### config.mk
export PLATFORM = sky130hd
export DESIGN_NAME = fetch_ctrl
export DESIGN_NICKNAME = d
export VERILOG_FILES = /design/src/rtl/fetch_ctrl.sv
export SDC_FILE = /design/constraint.sdc
export NUM_CORES = 1
export LEC_CHECK = 0
export CAP_MARGIN = 20
export CORE_MARGIN = 1.5
export CORE_UTILIZATION = 35
export CTS_CLUSTER_DIAMETER = 120
export DETAILED_ROUTE_END_ITERATION = 6
export PLACE_DENSITY = 0.68
export SLEW_MARGIN = 40
export SYNTH_ARGS = -nofsm -noshare
export SYNTH_HDL_FRONTEND = slang
export SYNTH_SLANG_ARGS = --single-unit
### constraint.sdc
create_clock -name clk -period 3.72 [get_ports clk]
set_input_delay 0.744 -clock clk [delete_from_list [all_inputs] [get_ports clk]]
set_output_delay 0.744 -clock clk [all_outputs]
set_load 0.005 [all_outputs]
### src/rtl/fetch_ctrl.sv
// Instruction-fetch sequencing controller: selects the next-PC source, gates
// the PC write, flushes IF/ID on redirects and runs a debug halt/drain handshake.
module fetch_ctrl #(
  parameter int BOOT_CYCLES  = 1,
  parameter int DRAIN_CYCLES = 3,
  parameter int CNT_W        = 16
) (
  input  logic             clk,
  input  logic             rst,
  input  logic             id_stall,
  input  logic             jpc_avail,
  input  logic             correct_ex,
  input  logic             correct_mem,
  input  logic             halt_req,
  input  logic             cnt_clr,
  output logic             pc_write,
  output logic             if_flush,
  output logic [1:0]       npc_sel,
  output logic             halt_ack,
  output logic [CNT_W-1:0] stall_cnt,
  output logic [CNT_W-1:0] flush_cnt
);

  typedef enum logic [1:0] {
    ST_BOOT = 2'd0,
    ST_RUN  = 2'd1,
    ST_HALT = 2'd2
  } state_t;

  localparam logic [3:0] BOOT_LAST = 4'(BOOT_CYCLES - 1);
  localparam logic [3:0] DRAIN_MAX = 4'(DRAIN_CYCLES);

  localparam logic [1:0] SEL_SEQ = 2'd0;
  localparam logic [1:0] SEL_JPC = 2'd1;
  localparam logic [1:0] SEL_EX  = 2'd2;
  localparam logic [1:0] SEL_MEM = 2'd3;

  state_t     state, state_nxt;
  logic [3:0] boot_cnt, boot_nxt;
  logic [3:0] drain_cnt, drain_nxt;
  logic       correct;
  logic       stall_inc, flush_inc;

  assign correct = correct_mem | correct_ex;

  // NOTE: sequential state uses non-blocking (<=) so every register samples
  // pre-edge values; blocking here would create order-dependent simulation.
  always_ff @(posedge clk or negedge rst) begin
    if (!rst) begin
      state     <= ST_BOOT;
      boot_cnt  <= '0;
      drain_cnt <= '0;
    end else begin
      state     <= state_nxt;
      boot_cnt  <= boot_nxt;
      drain_cnt <= drain_nxt;
    end
  end

  // NOTE: every always_comb output gets a default first so no path infers a latch.
  always_comb begin
    state_nxt = state;
    boot_nxt  = boot_cnt;
    drain_nxt = drain_cnt;
    unique case (state)
      ST_BOOT: begin
        boot_nxt = boot_cnt + 4'd1;
        if (boot_cnt == BOOT_LAST) state_nxt = halt_req ? ST_HALT : ST_RUN;
      end
      ST_RUN: begin
        if (halt_req) begin
          state_nxt = ST_HALT;
          drain_nxt = '0;
        end
      end
      ST_HALT: begin
        if (!halt_req) begin
          state_nxt = ST_RUN;
          drain_nxt = '0;
        end else if (correct) begin
          drain_nxt = '0;
        end else if (drain_cnt != DRAIN_MAX) begin
          drain_nxt = drain_cnt + 4'd1;
        end
      end
      default: state_nxt = ST_BOOT;
    endcase
  end

  // Corrections win everywhere outside BOOT; sequential/jump fetch only in an unblocked RUN.
  always_comb begin
    pc_write = 1'b0;
    if_flush = 1'b0;
    npc_sel  = SEL_SEQ;
    unique case (state)
      ST_RUN, ST_HALT: begin
        if (correct_mem) begin
          pc_write = 1'b1;
          if_flush = 1'b1;
          npc_sel  = SEL_MEM;
        end else if (correct_ex) begin
          pc_write = 1'b1;
          if_flush = 1'b1;
          npc_sel  = SEL_EX;
        end else if (state == ST_RUN && !id_stall && !halt_req) begin
          pc_write = 1'b1;
          npc_sel  = jpc_avail ? SEL_JPC : SEL_SEQ;
        end
      end
      default: if_flush = 1'b1;
    endcase
  end

  assign halt_ack  = (state == ST_HALT) && (drain_cnt == DRAIN_MAX);

  assign stall_inc = (state == ST_RUN) && !pc_write;
  assign flush_inc = (state != ST_BOOT) && correct;

  always_ff @(posedge clk or negedge rst) begin
    if (!rst) begin
      stall_cnt <= '0;
      flush_cnt <= '0;
    end else if (cnt_clr) begin
      stall_cnt <= '0;
      flush_cnt <= '0;
    end else begin
      if (stall_inc && stall_cnt != '1) stall_cnt <= stall_cnt + 1'b1;
      if (flush_inc && flush_cnt != '1) flush_cnt <= flush_cnt + 1'b1;
    end
  end

endmodule

==> summary by stage, run 1 <==
Cells and area
The library cell used most frequently in the layout, excluding fill and tap cells, is sky130_fd_sc_hd__clkdlybuf4s50_1. In the layout the commonest cells are 43 x sky130_fd_sc_hd__clkdlybuf4s50_1, 42 x sky130_fd_sc_hd__dfrtp_1, 30 x sky130_fd_sc_hd__nor2_1. The number of antenna cells inserted is 0. The number of fill cells is 615. The share of cells above drive strength 1 is 0.0567.

Compared with the post-synthesis result, the final layout area differs by 26.1%. The net count reported at finish is 315.

Floorplanning
The floorplan has 29 rows. The core region is 6420 um2. The die area is just over 7000 um2. 45 I/O pins were placed. For this configuration, the core starts out at a cell density of 0.367. The die height is 85.1 um.

The die width is approximately 85 um.

Routing
The antenna violation net count after detailed routing is 0. For this block, the initial DRC count from the detailed router was 62. After detailed routing, the average wire length per cell comes to 13.6 um. The wire length after detailed routing is 5130 um. For this run, the detailed router's first-pass iteration total came to 6. The remaining routing DRC violations is 3. The final route contains between 1500 and 2000 vias. After detailed routing, the number of vias per cell comes to 5.30.

Placed design
The HPWL reported at the end of detailed placement is approximately 3600 um. At the placement stage, the worst setup path has a slack of around 0.6 ns. The global placer's final weighted congestion is 0.793. In this run the tool buffered the top-level ports with 44 buffer cells.

Timing
Of the available clock period, the critical path in the final layout requires 0.844. Setup repair after global routing left no endpoint under its margin. The total count of hold-check failures in the final report is 0. Setup total negative slack on the finished layout was measured at 0 ns. The max-slew violation total from the final report is 0. The worst setup skew after layout is 0.00434 ns. For the finished layout, the period the worst path requires is 3.14 ns.

The fmax is 0.318 GHz. In this run the tightest slew margin relative to its limit is 0.449. The actual transition at the worst max-transition pin is about 0.82 ns.

Setup slack on the critical path of the routed design comes to 0.580 ns. Setup violations remaining at the end of the flow were counted as 0.

Clock tree
The clock drives 42 sinks. Once the clock tree was built, the setup fixing pass inserted 0 buffers. In this run, post-CTS hold repair placed 0 buffers. The TritonCTS clock tree is done. At the later pin of the worst-skew pair, clock insertion delay measures 0.29 ns. The maximum count of clock buffers along a single path is 2. The root buffer cell is sky130_fd_sc_hd__clkbuf_8. After clock tree synthesis, the clock-pin slew on the worst setup and hold paths is 0.08 ns.

Once the clock tree was built, the resizer swapped 0 gates to a different size. In this run, CTS created clock tree buffers numbering 5. The CTS H-tree depth is 2.

Logic synthesis
In this run, distinct cell masters in the synthesized netlist total 41. By area the synthesized netlist is led by sky130_fd_sc_hd__dfrtp_1 45%, sky130_fd_sc_hd__xnor2_1 5.2%, sky130_fd_sc_hd__nand4_1 4.8%. Yosys printed 0 warnings. sky130_fd_sc_hd__dfrtp_1 takes more of the synthesized area than any other cell. The synthesized design contains 42 register bits. The sequential cell area fraction in the yosys report is 0.445. After synthesis, the mean cell area works out to 9.33 um2. Of the post-synthesis cell area, the dominant cell type holds 0.445.

The synthesized cell area is between 2000 and 2500 um2. The number of nets produced by synthesis is 269. The synthesized instance count is between 200 and 300.

Critical path
At the worst endpoint, the arrival time is about 2.4 ns. The largest driver fanout on the critical path is 9. STA classifies the critical path startpoint as a register. The worst setup path is of the reg2out kind.

At the worst endpoint, the required time is 2.98 ns. The kind of capture point of the worst setup path is a primary output.

Power and ir drop
VDD sags by at most 0.000241 V. The leakage power of the design is 1.15 nW. The power density relative to cell area is 483 nW/um2.

Global route
The number of antenna violations at the first check in global routing is 0. Across every metal layer, demand over resource in global routing totals 0.152. The maximum number of pins on one net before global-route repair is 43. The via count of the first global-routing pass is ~1800. The first-pass GRT wire length is 8800 um. Summed over all layers, the global routing overflow is 0.

Job
Across the run, the number of max-cap violations was 0.

Min path
The class of the tightest hold or removal check is in2async.

Status
The checks that failed: DRC. The run finished, with violations left.
[power by group]
part           switching (W)  internal (W)
Clock               0.000158      0.000201
Sequential         0.0000607      0.000511
Combinational       0.000275      0.000231
[worst paths after layout]
check                        startpoint      endpoint  slack, ns  cells past startpoint
hold reg to reg             boot_cnt[3]   boot_cnt[3]       0.48                      1
setup reg to reg           flush_cnt[0]  flush_cnt[4]       1.54                      6
min in group clk            boot_cnt[3]   boot_cnt[3]       0.48                      1
setup / recovery               state[1]    npc_sel[0]       0.58                      6
hold / removal                      rst  flush_cnt[1]       0.42                      1
max in group asynchronous           rst  stall_cnt[8]       2.92                      1
[critical path, cell delays in order (launching register included)]
cell	delay, ns
sky130_fd_sc_hd__dfrtp_1	0.43
sky130_fd_sc_hd__inv_1	0.11
sky130_fd_sc_hd__ha_1	0.42
sky130_fd_sc_hd__nand2b_1	0.18
sky130_fd_sc_hd__nor4b_1	0.32
sky130_fd_sc_hd__o21a_1	0.15
sky130_fd_sc_hd__clkdlybuf4s50_1	0.51
[layer usage]
metal / share of wire / global-route usage
met3: 0.042 / 0.0370
met5: 0 / 0
met4: 0.0080 / 0.0537
met1: 0.47 / 0.204
met2: 0.48 / 0.240
[layout make-up]
class	instances	area (um2)	share of cell area
Multi-Input combinational cell	199	1250	0.420
Sequential cell	42	1050	0.353
Timing Repair Buffer	46	453	0.152
Tap cell	77	96.3	0.0324
Clock buffer	7	76.3	0.0257
Clock inverter	1	30.0	0.0101
Inverter	5	18.8	0.00631
[cell families after synthesis]
logic type | Yosys count | synth area share
simple gates | 128 | 0.290
fa+ha+maj | 8 | 0.0424
flops | 42 | 0.445
mux | 2 | 0.00901
xor+xnor | 24 | 0.0891
buf+inv | 12 | 0.0249
compound gates | 37 | 0.0997
[registers in the layout, indices dropped and copies added (netlist names)]
name and cells:
boot_cnt 4, stall_cnt 16, state 2, flush_cnt 16
drain_cnt 4
[Yosys cell counts (all sizes together)]
master	number
o21ai	16
nor2b	2
a21oi	11
nand2b	2
inv	5
nor4b	2
nor4bb	1
mux2i	1
xnor2	14
nor3	8
a211o	1
mux2	1
a2111oi	1
nor2	30
o21ba	1
clkbuf	3
nand2	24
nor4	6
and4	4
xor2	10
o31ai	3
ha	8
and3	5
o21a	1
o31a	1
o21bai	1
or3	7
nand3	14
and2	2
or2	1
buf	4
a31oi	1
nand4	19
dfrtp	42
or4	1
[stage by stage]
step                      hold slack, ns  power (W)  area, um2  utilization  instances
final                              0.424    0.00144       2980        0.463        377
after global routing               0.462    0.00153       2980        0.463        377
after CTS                          0.445    0.00146       2980        0.463        377
after detailed placement           0.469    0.00109       2870        0.447        369
after global placement             0.463    0.00108       2870        0.446        369
after floorplan                    0.446   0.000898       2360            -        253
Power figures use the tool's default switching activity.
==> run 2, diff against run 1 <==
Settings changed: PLACE_DENSITY 0.68 to 0.7.
Clock period 3.72 ns to 2.58 ns, I/O delays scaled along.
==> run 2 against run 1 <==
  * Global-route usage grew 0.20 points
  * First-iteration DRC count up 42%
  * Core utilization up 1.5 points
  * The flow still finishes with violations (DRC)
  * Register-to-register slack got worse by 0.99 ns
  * Count of clock-buffer cells in the layout down 2
  * Power grew 51%
  * Setup slack worse by 0.53 ns
  * Sequential share of layout area is 1.1 points lower
  * Combinational power up 62%
  * Non-clock buffer count is 8 higher
==> summary by stage, run 2 (synthesized netlist as in run 1, its figures left out) <==
Cells and area
The footprint of the multi-input gates is 1280 um2. The filler cells instantiated in the layout total 609. The finished cells cover a little over 3000 um2. The area growth from synthesis to layout is 30.2%. In the layout the commonest cells are 43 x sky130_fd_sc_hd__clkdlybuf4s50_1, 42 x sky130_fd_sc_hd__dfrtp_1, 30 x sky130_fd_sc_hd__nor2_1.

Of the cells placed in the final design, the portion with a size suffix greater than 1 is 0.104. At the end of the flow, the number of nets in the layout was 323. Leaving out fill and tap cells, the most frequent cell in the layout is sky130_fd_sc_hd__clkdlybuf4s50_1. The largest registers in the layout are flush_cnt (16), stall_cnt (16).

The number of antenna cells inserted is 0. Across the whole layout, storage elements account for 1050 um2.

Job
Across the run, the number of max-cap violations was 0.

Status
The run finished, with violations left. The checks that failed: DRC.

Placed design
In this run the tool buffered the top-level ports with 44 buffer cells. After detailed placement, the total cell area comes to just under 3000 um2. The HPWL reported at the end of detailed placement is between 3000 and 4000 um. Routability-driven placement finished with a final weighted congestion of 0.800.

Timing
The worst slew margin relative to its limit is 0.649. The total of endpoints with negative setup slack in the final report is 0. The actual transition at the worst max-transition pin is around 0.53 ns. The max-slew violation total from the final report came to 0. The fmax is slightly below 0.4 GHz. For the finished layout, the period the worst path requires is 2.54 ns. The fraction of the cycle the final worst path needs is 0.983. The worst setup skew after layout is 0.00580 ns. Setup repair after global routing could not meet its margin everywhere. The total count of hold-check failures in the final report is 0.

Min path
The min-delay analysis places its worst path in the category in2async.

Power and ir drop
Of the total power, the share spent switching nets is 0.346. The internal power is 0.00142 W. The combinational fraction of design power is 0.378. For this design the ratio of total power to cell area is 705 nW/um2.

IR analysis of the VDD net gives a maximum drop of roughly 0.00055 V. The share of total power in the clock network is 0.244. The switching power of the nets is 0.000750 W. Overall power consumption after layout is estimated at 0.00217 W. Of the total power, registers draw 0.378. The analysis attributes to cell leakage a power of 1.21 nW.

Global route
The number of antenna violations at the first check in global routing came to 0. The met3 track demand over resource in global routing is 0.0311. For met2 alone, demand over resource in global routing was 0.250. met2 is the most crowded layer. The first global-routing pass estimated 9000 um of wire. The total overflow left after global routing is 0. For met1 alone, demand over resource in global routing was 0.199. The via count of the first global-routing pass is roughly 2000. The maximum number of pins on one net before global-route repair is 43. The combined global-route utilization of all metal layers is 0.154.

Floorplanning
Row generation in the floorplan step produced 29 rows. For this configuration, the core starts out at a cell density of 0.367. The die width is approximately 85 um. The core region is 6420 um2.

The die area is between 7000 and 8000 um2. 45 I/O pins were placed. The die height is 85.1 um.

Routing
The first TritonRoute pass finished after 6 iterations. The detailed router finished its first iteration with between 80 and 90 violations. Summed over all layers, the routed wires come to 5240 um. Detailed routing inserted a total of around 2000 vias. The detail route stage leaves a number of antenna-violating nets equal to 0. Dividing the detail-routed via count by the number of cells gives around 5.2. The remaining routing DRC violations is 2. In the final routed layout, each cell accounts on average for approximately 14 um.

Critical path
The data arrival time of the critical path is a little over 2 ns. The reg-to-reg setup timing slack is 0.55 ns. The worst path required time is ~2.1 ns. The largest driver fanout on the critical path is 4. The worst setup path is captured at a primary output. The type of the worst setup path is in2out. STA classifies the critical path startpoint as an input pin.

Clock tree
The post-CTS clock slew at the launch and capture registers of the worst setup and hold paths is ~0.08 ns. The CTS H-tree depth is 2. The tree is rooted in a sky130_fd_sc_hd__clkbuf_8. Clock tree synthesis found a total of 42 sinks. In this run the deepest clock path goes through 2 buffers.

Buffers inserted to repair hold after CTS numbered 0. Clock latency on the worst-skew pair, taken at its later pin, is 0.31 ns. The TritonCTS clock tree is done. The number of buffers created by CTS is 5.
[run 2: changes by cell type in the layout (fill, tap and decap cells not counted), sizes merged]
cell | previous run | this run
buf | 3 | 11
clkbuf | 7 | 5
clkinv | 0 | 2
[run 2: cell type report]
type | count | share of cell area
clock buffers | 5 | 0.0224
clock inverters | 3 | 0.0130
inverters | 5 | 0.00611
multi-input cells | 199 | 0.418
flip-flops and latches | 42 | 0.342
well taps | 77 | 0.0314
repair buffers | 54 | 0.167
[run 2: per-layer routing]
| metal | wire length [um] | up-vias |
|---|---|---|
| met5 | 0 | - |
| met3 | 198 | 7 |
| met4 | 89 | 0 |
| met2 | 2480 | 37 |
| met1 | 2480 | 952 |
| li1 | - | 1023 |
[run 2: worst max-delay path: stages]
cell and delay [ns]:
sky130_fd_sc_hd__clkdlybuf4s50_1 0.43, sky130_fd_sc_hd__nand2b_4 0.17, sky130_fd_sc_hd__nor4b_4 0.25, sky130_fd_sc_hd__o21a_1 0.14
sky130_fd_sc_hd__clkdlybuf4s50_1 0.50
[run 2: power by group through the flow]
stage / Sequential, W / Combinational, W / Clock (W)
after floorplan: 0.000820 / 0.000475 / 0
after global placement: 0.000834 / 0.000749 / 0
after detailed placement: 0.000831 / 0.000776 / 0
after CTS: 0.000818 / 0.000801 / 0.000540
after global routing: 0.000831 / 0.000916 / 0.000569
final: 0.000819 / 0.000818 / 0.000529
[run 2: worst paths after layout]
check,startpoint,to,depth (start not counted)
setup / recovery,halt_req,npc_sel[0],5
hold / removal,rst,state[1],1
setup reg to reg,state[0],flush_cnt[15],7
hold reg to reg,boot_cnt[3],boot_cnt[3],1
max in group asynchronous,rst,stall_cnt[7],1
min in group clk,boot_cnt[3],boot_cnt[3],1
[run 2: metrics by stage]
| stage | setup WS, ns | hold slack [ns] | std cells | TNS, ns | util |
|---|---|---|---|---|---|
| finish | 0.0448 | 0.178 | 385 | 0 | 0.478 |
| global route | -0.0184 | 0.222 | 385 | -0.0184 | 0.478 |
| CTS | 0.0181 | 0.203 | 385 | 0 | 0.474 |
| detailed placement | -0.0730 | 0.465 | 376 | -0.0730 | 0.455 |
| global placement | -0.0480 | 0.461 | 376 | -0.0480 | 0.455 |
| floorplan | 0.705 | 0.220 | 253 | 0 | - |
[run 2: timing repair]
item	CTS	global route
endpoints found under the setup margin	1	3
setup buffers	1	0
gates resized for setup	2	5
pin swaps	1	1
